==> config.mk <==
export PLATFORM = sky130hd
export DESIGN_NAME = acc_step_driver_flat
export DESIGN_NICKNAME = d
export VERILOG_FILES = /design/src/rtl/acc_step_driver_if.sv /design/src/rtl/acc_step_driver.sv /design/src/flat_wrapper.sv
export SDC_FILE = /design/constraint.sdc
export NUM_CORES = 1
export LEC_CHECK = 0
export CORE_MARGIN = 1.5
export CORE_UTILIZATION = 40
export CTS_BUF_LIST = sky130_fd_sc_hd__clkbuf_4
export CTS_CLUSTER_DIAMETER = 60
export DETAILED_ROUTE_END_ITERATION = 6
export GPL_ROUTABILITY_DRIVEN = 0
export PLACE_DENSITY = 0.6
export SETUP_SLACK_MARGIN = 0.4
export SYNTH_ARGS = -nofsm -noshare
export SYNTH_HDL_FRONTEND = slang
export SYNTH_SLANG_ARGS = --single-unit
==> constraint.sdc <==
create_clock -name clk -period 3.3 [get_ports clk]
set_input_delay 0.495 -clock clk [delete_from_list [all_inputs] [get_ports clk]]
set_output_delay 0.495 -clock clk [all_outputs]
set_load 0.05 [all_outputs]
==> src/rtl/acc_step_driver_if.sv <==
// Bus between the step driver and its surroundings: control request/response
// plus the sel/in1/in2 accumulator operand port and the total read-back.
interface acc_step_driver_if #(
  parameter int unsigned ACC_W = 7,
  parameter int unsigned CNT_W = 5
);
  logic             start;
  logic [ACC_W-1:0] target;
  logic [ACC_W-1:0] acc_out;
  logic             acc_clr;
  logic [1:0]       sel;
  logic [2:0]       in1;
  logic [2:0]       in2;
  logic             busy;
  logic             done;
  logic             match;
  logic [CNT_W-1:0] step_cnt;

  modport master (
    input  start, target, acc_out,
    output acc_clr, sel, in1, in2, busy, done, match, step_cnt
  );

  modport slave (
    output start, target, acc_out,
    input  acc_clr, sel, in1, in2, busy, done, match, step_cnt
  );
endinterface

==> src/rtl/acc_step_driver.sv <==
// Clears the accumulator, then feeds operand steps until the total equals the
// latched target; reads the total back and reports done plus match.
module acc_step_driver #(
  parameter int unsigned ACC_W      = 7,
  parameter bit          ALLOW_PAIR = 1'b1,
  parameter int unsigned CNT_W      = 5
) (
  input logic               clk,
  input logic               rst,
  acc_step_driver_if.master bus
);

  typedef enum logic [1:0] {StIdle, StClr, StStep, StCheck} state_e;

  state_e           state_q;
  logic [ACC_W-1:0] rem_q;
  logic [ACC_W-1:0] tq_q;
  logic             acc_clr_q;
  logic             busy_q;
  logic             done_q;
  logic             match_q;
  logic [1:0]       sel_q;
  logic [2:0]       in1_q;
  logic [2:0]       in2_q;
  logic [CNT_W-1:0] cnt_q;

  logic [1:0]       step_sel;
  logic [2:0]       step_in1;
  logic [2:0]       step_in2;
  logic [ACC_W-1:0] step_amt;
  logic [ACC_W-1:0] rem_minus7;

  // Largest step the remainder allows: min(R,14) with pairs, min(R,7) without.
  always_comb begin
    rem_minus7 = rem_q - ACC_W'(7);
    step_sel   = 2'd2;
    step_in1   = rem_q[2:0];
    step_in2   = 3'd0;
    step_amt   = rem_q;
    if (ALLOW_PAIR && rem_q >= ACC_W'(14)) begin
      step_sel = 2'd1;
      step_in1 = 3'd7;
      step_in2 = 3'd7;
      step_amt = ACC_W'(14);
    end else if (ALLOW_PAIR && rem_q >= ACC_W'(8)) begin
      step_sel = 2'd1;
      step_in1 = 3'd7;
      step_in2 = rem_minus7[2:0];
    end else if (rem_q >= ACC_W'(7)) begin
      step_in1 = 3'd7;
      step_amt = ACC_W'(7);
    end
  end

  always_ff @(posedge clk or posedge rst) begin
    if (rst) begin
      state_q   <= StIdle;
      rem_q     <= '0;
      tq_q      <= '0;
      acc_clr_q <= 1'b0;
      busy_q    <= 1'b0;
      done_q    <= 1'b0;
      match_q   <= 1'b0;
      sel_q     <= 2'd0;
      in1_q     <= 3'd0;
      in2_q     <= 3'd0;
      cnt_q     <= '0;
    end else begin
      // Zero step and deasserted pulses unless a branch below says otherwise.
      acc_clr_q <= 1'b0;
      done_q    <= 1'b0;
      sel_q     <= 2'd0;
      in1_q     <= 3'd0;
      in2_q     <= 3'd0;
      case (state_q)
        StIdle: begin
          if (bus.start) begin
            rem_q     <= bus.target;
            tq_q      <= bus.target;
            acc_clr_q <= 1'b1;
            busy_q    <= 1'b1;
            cnt_q     <= '0;
            match_q   <= 1'b0;
            state_q   <= StClr;
          end
        end
        StClr, StStep: begin
          if (rem_q != '0) begin
            sel_q   <= step_sel;
            in1_q   <= step_in1;
            in2_q   <= step_in2;
            rem_q   <= rem_q - step_amt;
            cnt_q   <= cnt_q + CNT_W'(1);
            state_q <= StStep;
          end else begin
            state_q <= StCheck;
          end
        end
        StCheck: begin
          match_q <= (bus.acc_out == tq_q);
          done_q  <= 1'b1;
          busy_q  <= 1'b0;
          state_q <= StIdle;
        end
        default: state_q <= StIdle;
      endcase
    end
  end

  assign bus.acc_clr  = acc_clr_q;
  assign bus.sel      = sel_q;
  assign bus.in1      = in1_q;
  assign bus.in2      = in2_q;
  assign bus.busy     = busy_q;
  assign bus.done     = done_q;
  assign bus.match    = match_q;
  assign bus.step_cnt = cnt_q;

endmodule

==> src/flat_wrapper.sv <==
// flat-port wrapper written by rule: the top's interface ports become plain ports
module acc_step_driver_flat 
#(
  parameter int unsigned ACC_W      = 7,
  parameter bit          ALLOW_PAIR = 1'b1,
  parameter int unsigned CNT_W      = 5
)
  (clk, rst, bus_start, bus_target, bus_acc_out, bus_acc_clr, bus_sel, bus_in1, bus_in2, bus_busy, bus_done, bus_match, bus_step_cnt);
  acc_step_driver_if #(.ACC_W(ACC_W), .CNT_W(CNT_W)) bus_i ();
  input logic clk;
  input logic rst;
  input wire logic [$bits(bus_i.start)-1:0] bus_start;
  input wire logic [$bits(bus_i.target)-1:0] bus_target;
  input wire logic [$bits(bus_i.acc_out)-1:0] bus_acc_out;
  output wire logic [$bits(bus_i.acc_clr)-1:0] bus_acc_clr;
  output wire logic [$bits(bus_i.sel)-1:0] bus_sel;
  output wire logic [$bits(bus_i.in1)-1:0] bus_in1;
  output wire logic [$bits(bus_i.in2)-1:0] bus_in2;
  output wire logic [$bits(bus_i.busy)-1:0] bus_busy;
  output wire logic [$bits(bus_i.done)-1:0] bus_done;
  output wire logic [$bits(bus_i.match)-1:0] bus_match;
  output wire logic [$bits(bus_i.step_cnt)-1:0] bus_step_cnt;
  assign bus_i.start = bus_start;
  assign bus_i.target = bus_target;
  assign bus_i.acc_out = bus_acc_out;
  assign bus_acc_clr = bus_i.acc_clr;
  assign bus_sel = bus_i.sel;
  assign bus_in1 = bus_i.in1;
  assign bus_in2 = bus_i.in2;
  assign bus_busy = bus_i.busy;
  assign bus_done = bus_i.done;
  assign bus_match = bus_i.match;
  assign bus_step_cnt = bus_i.step_cnt;
  acc_step_driver #(.ACC_W(ACC_W), .ALLOW_PAIR(ALLOW_PAIR), .CNT_W(CNT_W)) u_core (.clk(clk), .rst(rst), .bus(bus_i));
endmodule
# Word level (Yosys, flattened, before mapping)
# Cells that the tools add are included.
dict set report classes {
  add_sub_neg 3
  n_lt_le_gt_ge 3
  n_eq_ne 6
  mux 32
  n_reduce_logical 8
}
# op count
set op_table {}
lappend op_table {{$mux 7} 5}
lappend op_table {{$mux 3} 9}
lappend op_table {{$ge 7x4->1 const B} 2}
lappend op_table {{$pmux 7 s2} 1}
lappend op_table {{$mux 2} 5}
lappend op_table {{$mux 5} 2}
lappend op_table {{$pmux 5 s2} 1}
lappend op_table {{$eq 7x7->1} 1}
lappend op_table {{$ge 7x3->1 const B} 1}
lappend op_table {{$reduce_bool 7->1} 1}
lappend op_table {{$sub 7x7->7} 1}
lappend op_table {{$mux 1} 6}
lappend op_table {{$pmux 2 s3} 1}
lappend op_table {{$add 5x1->5 const B} 1}
lappend op_table {{$eq 2x2->1 const B} 2}
lappend op_table {{$pmux 1 s2} 2}
lappend op_table {{$reduce_and 2->1} 2}
lappend op_table {{$reduce_bool 2->1} 2}
lappend op_table {{$reduce_and 3->1} 1}
lappend op_table {{$sub 3x3->3 const B} 1}
lappend op_table {{$eq 2x1->1 const B} 1}
lappend op_table {{$logic_not 2->1} 1}
lappend op_table {{$ne 2x1->1 const B} 1}
lappend op_table {{$ne 2x2->1 const B} 1}
lappend op_table {{$reduce_or 2->1} 1}
dict set report word_totals {
  ff_bits 33
  in_bits 17
  output_inout_bits 17
  wordCells 63
}

# Longest topological paths before layout
# Gate-level depths: netlist of the first run.
dict set report logic_depth {
  word_depth 7
  mapped_depth 12
  ltp_nobuf 12
}

# Worst setup path before layout of the first run
# Ideal clock, no wire load.
dict set report synth_path {
  path_kind {register to register}
  startpoint {register u_core.rem_q[6]}
  endpoint {register u_core.rem_q[6]}
  setup_ns 0.140
  t_arrival_ns 2.667
  t_required_ns 3.160
  path_slack_ns 0.492
  path_stages_with_launch 13
  path_buffers 1
  period_less_slack_ns 2.808
  path_cell_list {dfrtp_1 > or4_4 > buf_6 > nor2_1 > o21a_1 > ha_1 > inv_1 > fa_1 > a211oi_1 > o21bai_1 > a21oi_1 > mux2i_1 > a22oi_1}
}
dict set report synth_between {
  elab_chain_len 7
  elab_cells_between_ends 12
  cone_classes {add/sub: 1; order compare: 3; eq/ne: 1; mux: 5; reduce/logical: 2}
}
# element line
set synth_rtl {}
lappend synth_rtl {{from (decl)} acc_step_driver.sv:16} ;# logic [ACC_W-1:0] rem_q;
lappend synth_rtl {{from (signal assigned)} acc_step_driver.sv:78} ;# rem_q <= bus.target;
lappend synth_rtl {{from (signal assigned)} acc_step_driver.sv:92} ;# rem_q <= rem_q - step_amt;
lappend synth_rtl {{$ge 7x3->1} acc_step_driver.sv:49} ;# end else if (rem_q >= ACC_W'(7)) begin
lappend synth_rtl {{$mux 7} acc_step_driver.sv:49}
lappend synth_rtl {{$mux 7} acc_step_driver.sv:45} ;# end else if (ALLOW_PAIR && rem_q >= ACC_W'(8)) begin
lappend synth_rtl {{$mux 7} acc_step_driver.sv:40} ;# if (ALLOW_PAIR && rem_q >= ACC_W'(14)) begin
lappend synth_rtl {{$sub 7x7->7} acc_step_driver.sv:92}
lappend synth_rtl {{$mux 7} acc_step_driver.sv:88} ;# if (rem_q != '0) begin
lappend synth_rtl {{$pmux 7 s2} acc_step_driver.sv:75} ;# case (state_q)
# Parallel ways exist; a longest one is shown, timed or not. The select of a mux whose other input is x is not followed.
# A chain may end at the register's enable or synchronous reset.

# Worst setup path after layout of the first run
dict set report layout_path {
  startpoint {register u_core.rem_q[4]}
  endpoint {register u_core.rem_q[6]}
}
# The elaborated chain is that of the path after synthesis.

==> metrics, run 1 <==
synthesized cell area 1826 um^2; # port buffers 33; CTS tree built; row cnt 24; crit-path cells or3_4 -> a31oi_4 -> o21a_1 -> ha_1 -> inv_1 -> fa_2 -> a211oi_2 -> o21bai_1 -> a21oi_1 -> mux2i_1 -> a22oi_1; GRT Overall Usage about 17%; clock root cell clkbuf_4; most common cell after layout, fill and taps aside clkdlybuf4s50_1; synth-to-layout area growth 27.00%; Mean Syn Cell Area ~11 um^2; Clk pin slew, worst setup/hold paths ~100 ps; Slew HR between 60% and 70%; Worst path slowest cell dfrtp_1; Final Max Slew Viols 0; die span in y 70.56 um; share of synthesized registers carrying an async set or reset 100.0%; Critical path origin u_core.rem_q[4]; post-route ant nets 0; total CTS buffers 5; Crit Path Class reg2reg; most frequent cells in the layout clkdlybuf4s50_1, dfrtp_1, nand2_1, inv_1, ha_1; fillers around 400; Chip Width slightly above 70 um; Post-DP Area ~2200 um^2; CP endpoint u_core.rem_q[6]; Yosys reg bits 33; slowest stage delay, CP 440 ps; CP Launch Type flip-flop; worst-skew pair later-pin latency approximately 340 ps; initial antenna violation count 0; GRT Residual Overflow 0; Fmax 364.4 MHz; # diodes 0; worst-case reg-to-reg path depth 11; CP max FO 5; Max Cap Viol 0; I/O Pins 34; Final Hold Vio Count 0; Layout Skew ~8.6 ps; outcome complete, no violations; EDFF count, synth 0; Crit path max-delay family compound AO/OA/AOI/OAI gates; Vias per Instance approximately 5.2; Hold Buf Count CTS 0; CP Capture Type flip-flop; DRT Wirelength 3.842 mm; Ys Warns 0; crit path buf inv count 1; First DRT Iteration DRCs just over 90; WP depth 11; TritonRoute pass-1 iters 4; top_reg_cell synth dfrtp_1; htree depth 2; Worst Tran Pin Value slightly above 500 ps; crit share post-route slightly above 80%; DR vias ~1400; wire per inst about 14 um; r2r endpoint u_core.rem_q[6]; cell count after synthesis between 150 and 200; min cycle time layout around 2700 ps; core box area 4384 um^2; RSZ-0062 raised after global routing no; post-DP HPWL approximately 2.8 mm; full die area ~5000 um^2; Synth cell types 40; worst flop-to-flop path startpoint u_core.rem_q[4]; first-pass GRT wire length roughly 6.6 mm; Initial Util between 40% and 50%; Worst Hold Class reg2reg; Final Instance Area between 2000 and 2500 um^2; crit path DAT just under 3000 ps; Clock Sink Count 33; Final nets around 240; fraction of layout cells with a size suffix above 1 ~16%; setup_tns 0 ps; flop2flop setup slack 560 ps; largest net degree at the start of global routing 34; clk buf depth 2; fraction of the yosys area taken by sequential cells between 40% and 50%; DRC 0; CP required around 3500 ps; number of global-route vias before repair approximately 1400; final setup violating endpoints 0
==> synthesized netlist by cell type, types with 2 or more instances <==
cell type | number | area [um^2]
mux2_2 | 8 | 90.09
o21a_1 | 4 | 30.03
nor2b_1 | 2 | 12.51
nor2_1 | 8 | 30.03
nand2b_1 | 2 | 12.51
mux2i_1 | 6 | 60.06
a21oi_1 | 8 | 40.04
inv_1 | 12 | 45.04
nand4_1 | 3 | 18.77
o21ai_0 | 11 | 55.05
ha_1 | 12 | 150.1
nor3b_1 | 2 | 15.01
a31oi_1 | 3 | 18.77
dfrtp_1 | 33 | 825.8
xor2_1 | 7 | 61.31
clkbuf_1 | 3 | 11.26
o22ai_1 | 2 | 12.51
xnor2_1 | 6 | 52.55
nand2_1 | 17 | 63.81
buf_6 | 2 | 22.52
==> worst min path at each step <==
stage | end | slack [ps] | start | depth (start not counted)
5_1_grt | u_core.bus.busy | 530 | u_core.bus.busy | 2
4_1_cts | u_core.bus.busy | 510 | u_core.bus.busy | 2
2_1_floorplan | u_core.bus.in2[0] | 470 | u_core.rem_q[0] | 1
3_3_place_gp | u_core.bus.busy | 470 | u_core.bus.busy | 2
6_report | u_core.bus.busy | 510 | u_core.bus.busy | 2
3_5_place_dp | u_core.bus.busy | 480 | u_core.bus.busy | 2
==> sequential cells by signal, summed over array words and instances (netlist names) <==
signal and flops:
u_core.rem_q 7, u_core.tq_q 7, u_core.bus.step_cnt 5, u_core.bus.in1 3, u_core.bus.in2 3, u_core.bus.sel 2, u_core.state_q 2, u_core.bus.acc_clr 1
u_core.bus.busy 1, u_core.bus.done 1, u_core.bus.match 1
==> tightest hold or removal path, stage by stage, from the launching register on <==
cell and delay (ps):
dfrtp_1 360, nand2_1 50, o21ai_0 70
==> logic make-up after synthesis <==
logic type	after synthesis	synth area share, %
AOI/OAI and AO/OA	38	14.67
xor gates and xnor gates	13	6.237
adders and majority gates	13	9.321
buffers and inverters	18	4.729
DFF	33	45.24
muxes	14	8.225
other	1	0.2054
and+or+nand+nor	41	11.38
==> metrics by stage <==
stage / utilization [%] / worst slack, ps / hold WS (ps) / instances
floorplan: - / 492.3 / 468.2 / 173
global placement: 50.23 / 423.4 / 471.2 / 254
detailed placement: 50.23 / 345.3 / 483.9 / 254
CTS: 52.28 / 442.4 / 509.2 / 264
global route: 52.88 / 405.0 / 530.1 / 266
finish: 52.88 / 555.5 / 507.5 / 266
==> layout make-up <==
class,count,area (um^2),area share (%)
clock buffer,6,45.04,1.943
sequential,33,827.0,35.67
timing repair buffer,39,375.4,16.19
multi-input combinational,122,950.9,41.01
clock inverter,2,10.01,0.4317
tap,52,65.06,2.806
inverter,12,45.04,1.943
==> layer usage <==
| layer | wire [um] | GRT usage (%) | share of wire [%] | vias to the layer above |
|---|---|---|---|---|
| met1 | 1762 | 22.20 | 46 | 657 |
| met5 | 0 | 0 | 0 | - |
| met2 | 1803 | 27.46 | 47 | 39 |
| li1 | - | - | - | 671 |
| met3 | 177 | 4.701 | 4.6 | 13 |
| met4 | 98 | 6.709 | 2.6 | 0 |
==> timing repair <==
item                       4_1_cts  5_1_grt
cloned                           0        0
pin swaps                        1        0
gates resized for setup          3        4
setup endpoints to repair        1        2
setup buffers                    2        2
Power of run 1 is left out: the tool's default activity adds up to more than one toggle a clock period on the data nets, which glitch-free logic cannot reach.
==> run 2, diff against run 1 <==
PLACE_DENSITY = 0.62   (was 0.6)
clock period = 2.5 ns   (was 3.3 ns; I/O delays follow)
==> metrics, run 2 (synthesis gave the netlist of run 1 again) <==
outcome finished with violations; failing checks negative setup slack; final setup violating endpoints 4; CP Launch Type flip-flop; fillers roughly 380; Crit Path Class reg2reg; post-route ant nets 0; TritonRoute pass-1 iters 4; DRC 0; worst-skew pair later-pin latency roughly 340 ps; die span in y 70.56 um; Fmax 377.4 MHz; r2r endpoint u_core.rem_q[6]; Final Instance Area 2465 um^2; Worst path slowest cell or4_4; Clk pin slew, worst setup/hold paths approximately 100 ps; clk buf depth 2; # diodes 0; Worst Tran Pin Value 509.9 ps; Final Hold Vio Count 0; number of global-route vias before repair 1447; Worst Hold Class in2async; RSZ-0062 raised after global routing yes; CP max FO 3; Chip Width 70.56 um; worst-case reg-to-reg path depth 11; final core utilization a little under three fifths; initial antenna violation count 0; clock root cell clkbuf_4; htree depth 2; Max Cap Viol 0; Critical path origin u_core.rem_q[6]; CTS tree built; crit path DAT ~2900 ps; total CTS buffers 5; Final nets approximately 260; Post-DP Area around 2300 um^2; synth-to-layout area growth 35.02%; hold_ws about 420 ps; fraction of layout cells with a size suffix above 1 23.68%; post-DP HPWL around 2.9 mm; GRT Overall Usage approximately 18%; worst flop-to-flop path startpoint u_core.rem_q[6]; min cycle time layout 2650 ps; first-pass GRT wire length about 6.8 mm; CP Capture Type flip-flop; First DRT Iteration DRCs approximately 70; Vias per Instance 5.104; crit share post-route 106.0%; wire per inst 14.23 um; most frequent cells in the layout clkdlybuf4s50_1, dfrtp_1, buf_4, nand2_1; crit-path cells or4_4 -> nor2_4 -> o21a_1 -> ha_2 -> inv_2 -> fa_2 -> a211oi_2 -> o21bai_1 -> a21oi_2 -> mux2i_1 -> a22oi_1; Slew HR 65.90%; row cnt 24; setup_tns -331.0 ps; slowest stage delay, CP between 500 and 600 ps; # port buffers 33; I/O Pins 34; DRT Wirelength approximately 4 mm; largest net degree at the start of global routing 34; full die area about 5000 um^2; Clock Sink Count 33; Initial Util around two fifths; GRT Residual Overflow 0; min setup slack post-route -150.0 ps; Hold Buf Count CTS 0; CP required 2720 ps; core box area between 4000 and 5000 um^2; Final Max Slew Viols 0; flop2flop setup slack -150 ps; DR vias around 1400; Layout Skew 8.544 ps
-- run 2: changes by cell type in the layout (fill, tap and decap cells not counted), moves of 2 or more --
cell,previous run,this run
o21ai_1,0,5
buf_4,6,19
a21oi_2,0,3
clkinv_2,2,0
buf_6,0,2
o21ai_0,11,6
a21oi_1,8,5
-- run 2: through the flow --
stage / cells / worst slack, ps
after detailed placement: 265 / -108.8
after global placement: 265 / -37.98
after floorplan: 173 / -138.2
after global routing: 280 / -242.0
after CTS: 276 / -125.3
final: 280 / -150.0
-- run 2: layer usage --
metal  share of wire [%]  vias to the layer above  global-route usage (%)
met4                 3.3                        0                   8.176
met3                 3.9                       11                   4.416
li1                    -                      704                       -
met2                  51                       33                   28.83
met1                  42                      681                   22.14
met5                   0                        -                       0
-- run 2: how the worst max path moves through the flow --
stage | end | slack (ps) | depth (start not counted)
6_report | u_core.rem_q[6] | -150 | 11
5_1_grt | u_core.rem_q[6] | -240 | 11
4_1_cts | u_core.rem_q[6] | -130 | 11
3_5_place_dp | u_core.rem_q[6] | -110 | 11
3_3_place_gp | u_core.rem_q[6] | -40 | 11
2_1_floorplan | u_core.rem_q[6] | -140 | 12
-- run 2: critical path: cells and delay by family, from the launching register on --
kind                     cells  cell delay (ps)
AND/OR/NAND/NOR              2              670
AO/OA/AOI/OAI                5              660
adder cells (fa/ha/maj)      2              540
flip-flops                   1              390
multiplexers                 1              210
buffers and inverters        1               40
-- run 2: what timing repair did --
action	in CTS	in global routing
resized for setup	11	6
pin swaps	4	8
setup buffers	4	4
setup endpoints to repair	6	6
-- run 2: cell type report --
type | instances | area, um^2 | share of cell area [%]
clock buffer | 6 | 45.04 | 1.827
clock inverter | 1 | 3.754 | 0.1523
inverter | 12 | 45.04 | 1.827
multi-input combinational | 122 | 984.7 | 39.95
sequential | 33 | 825.8 | 33.50
tap | 52 | 65.06 | 2.640
timing repair buffer | 54 | 495.5 | 20.10
Power of run 2 is left out for the same reason.
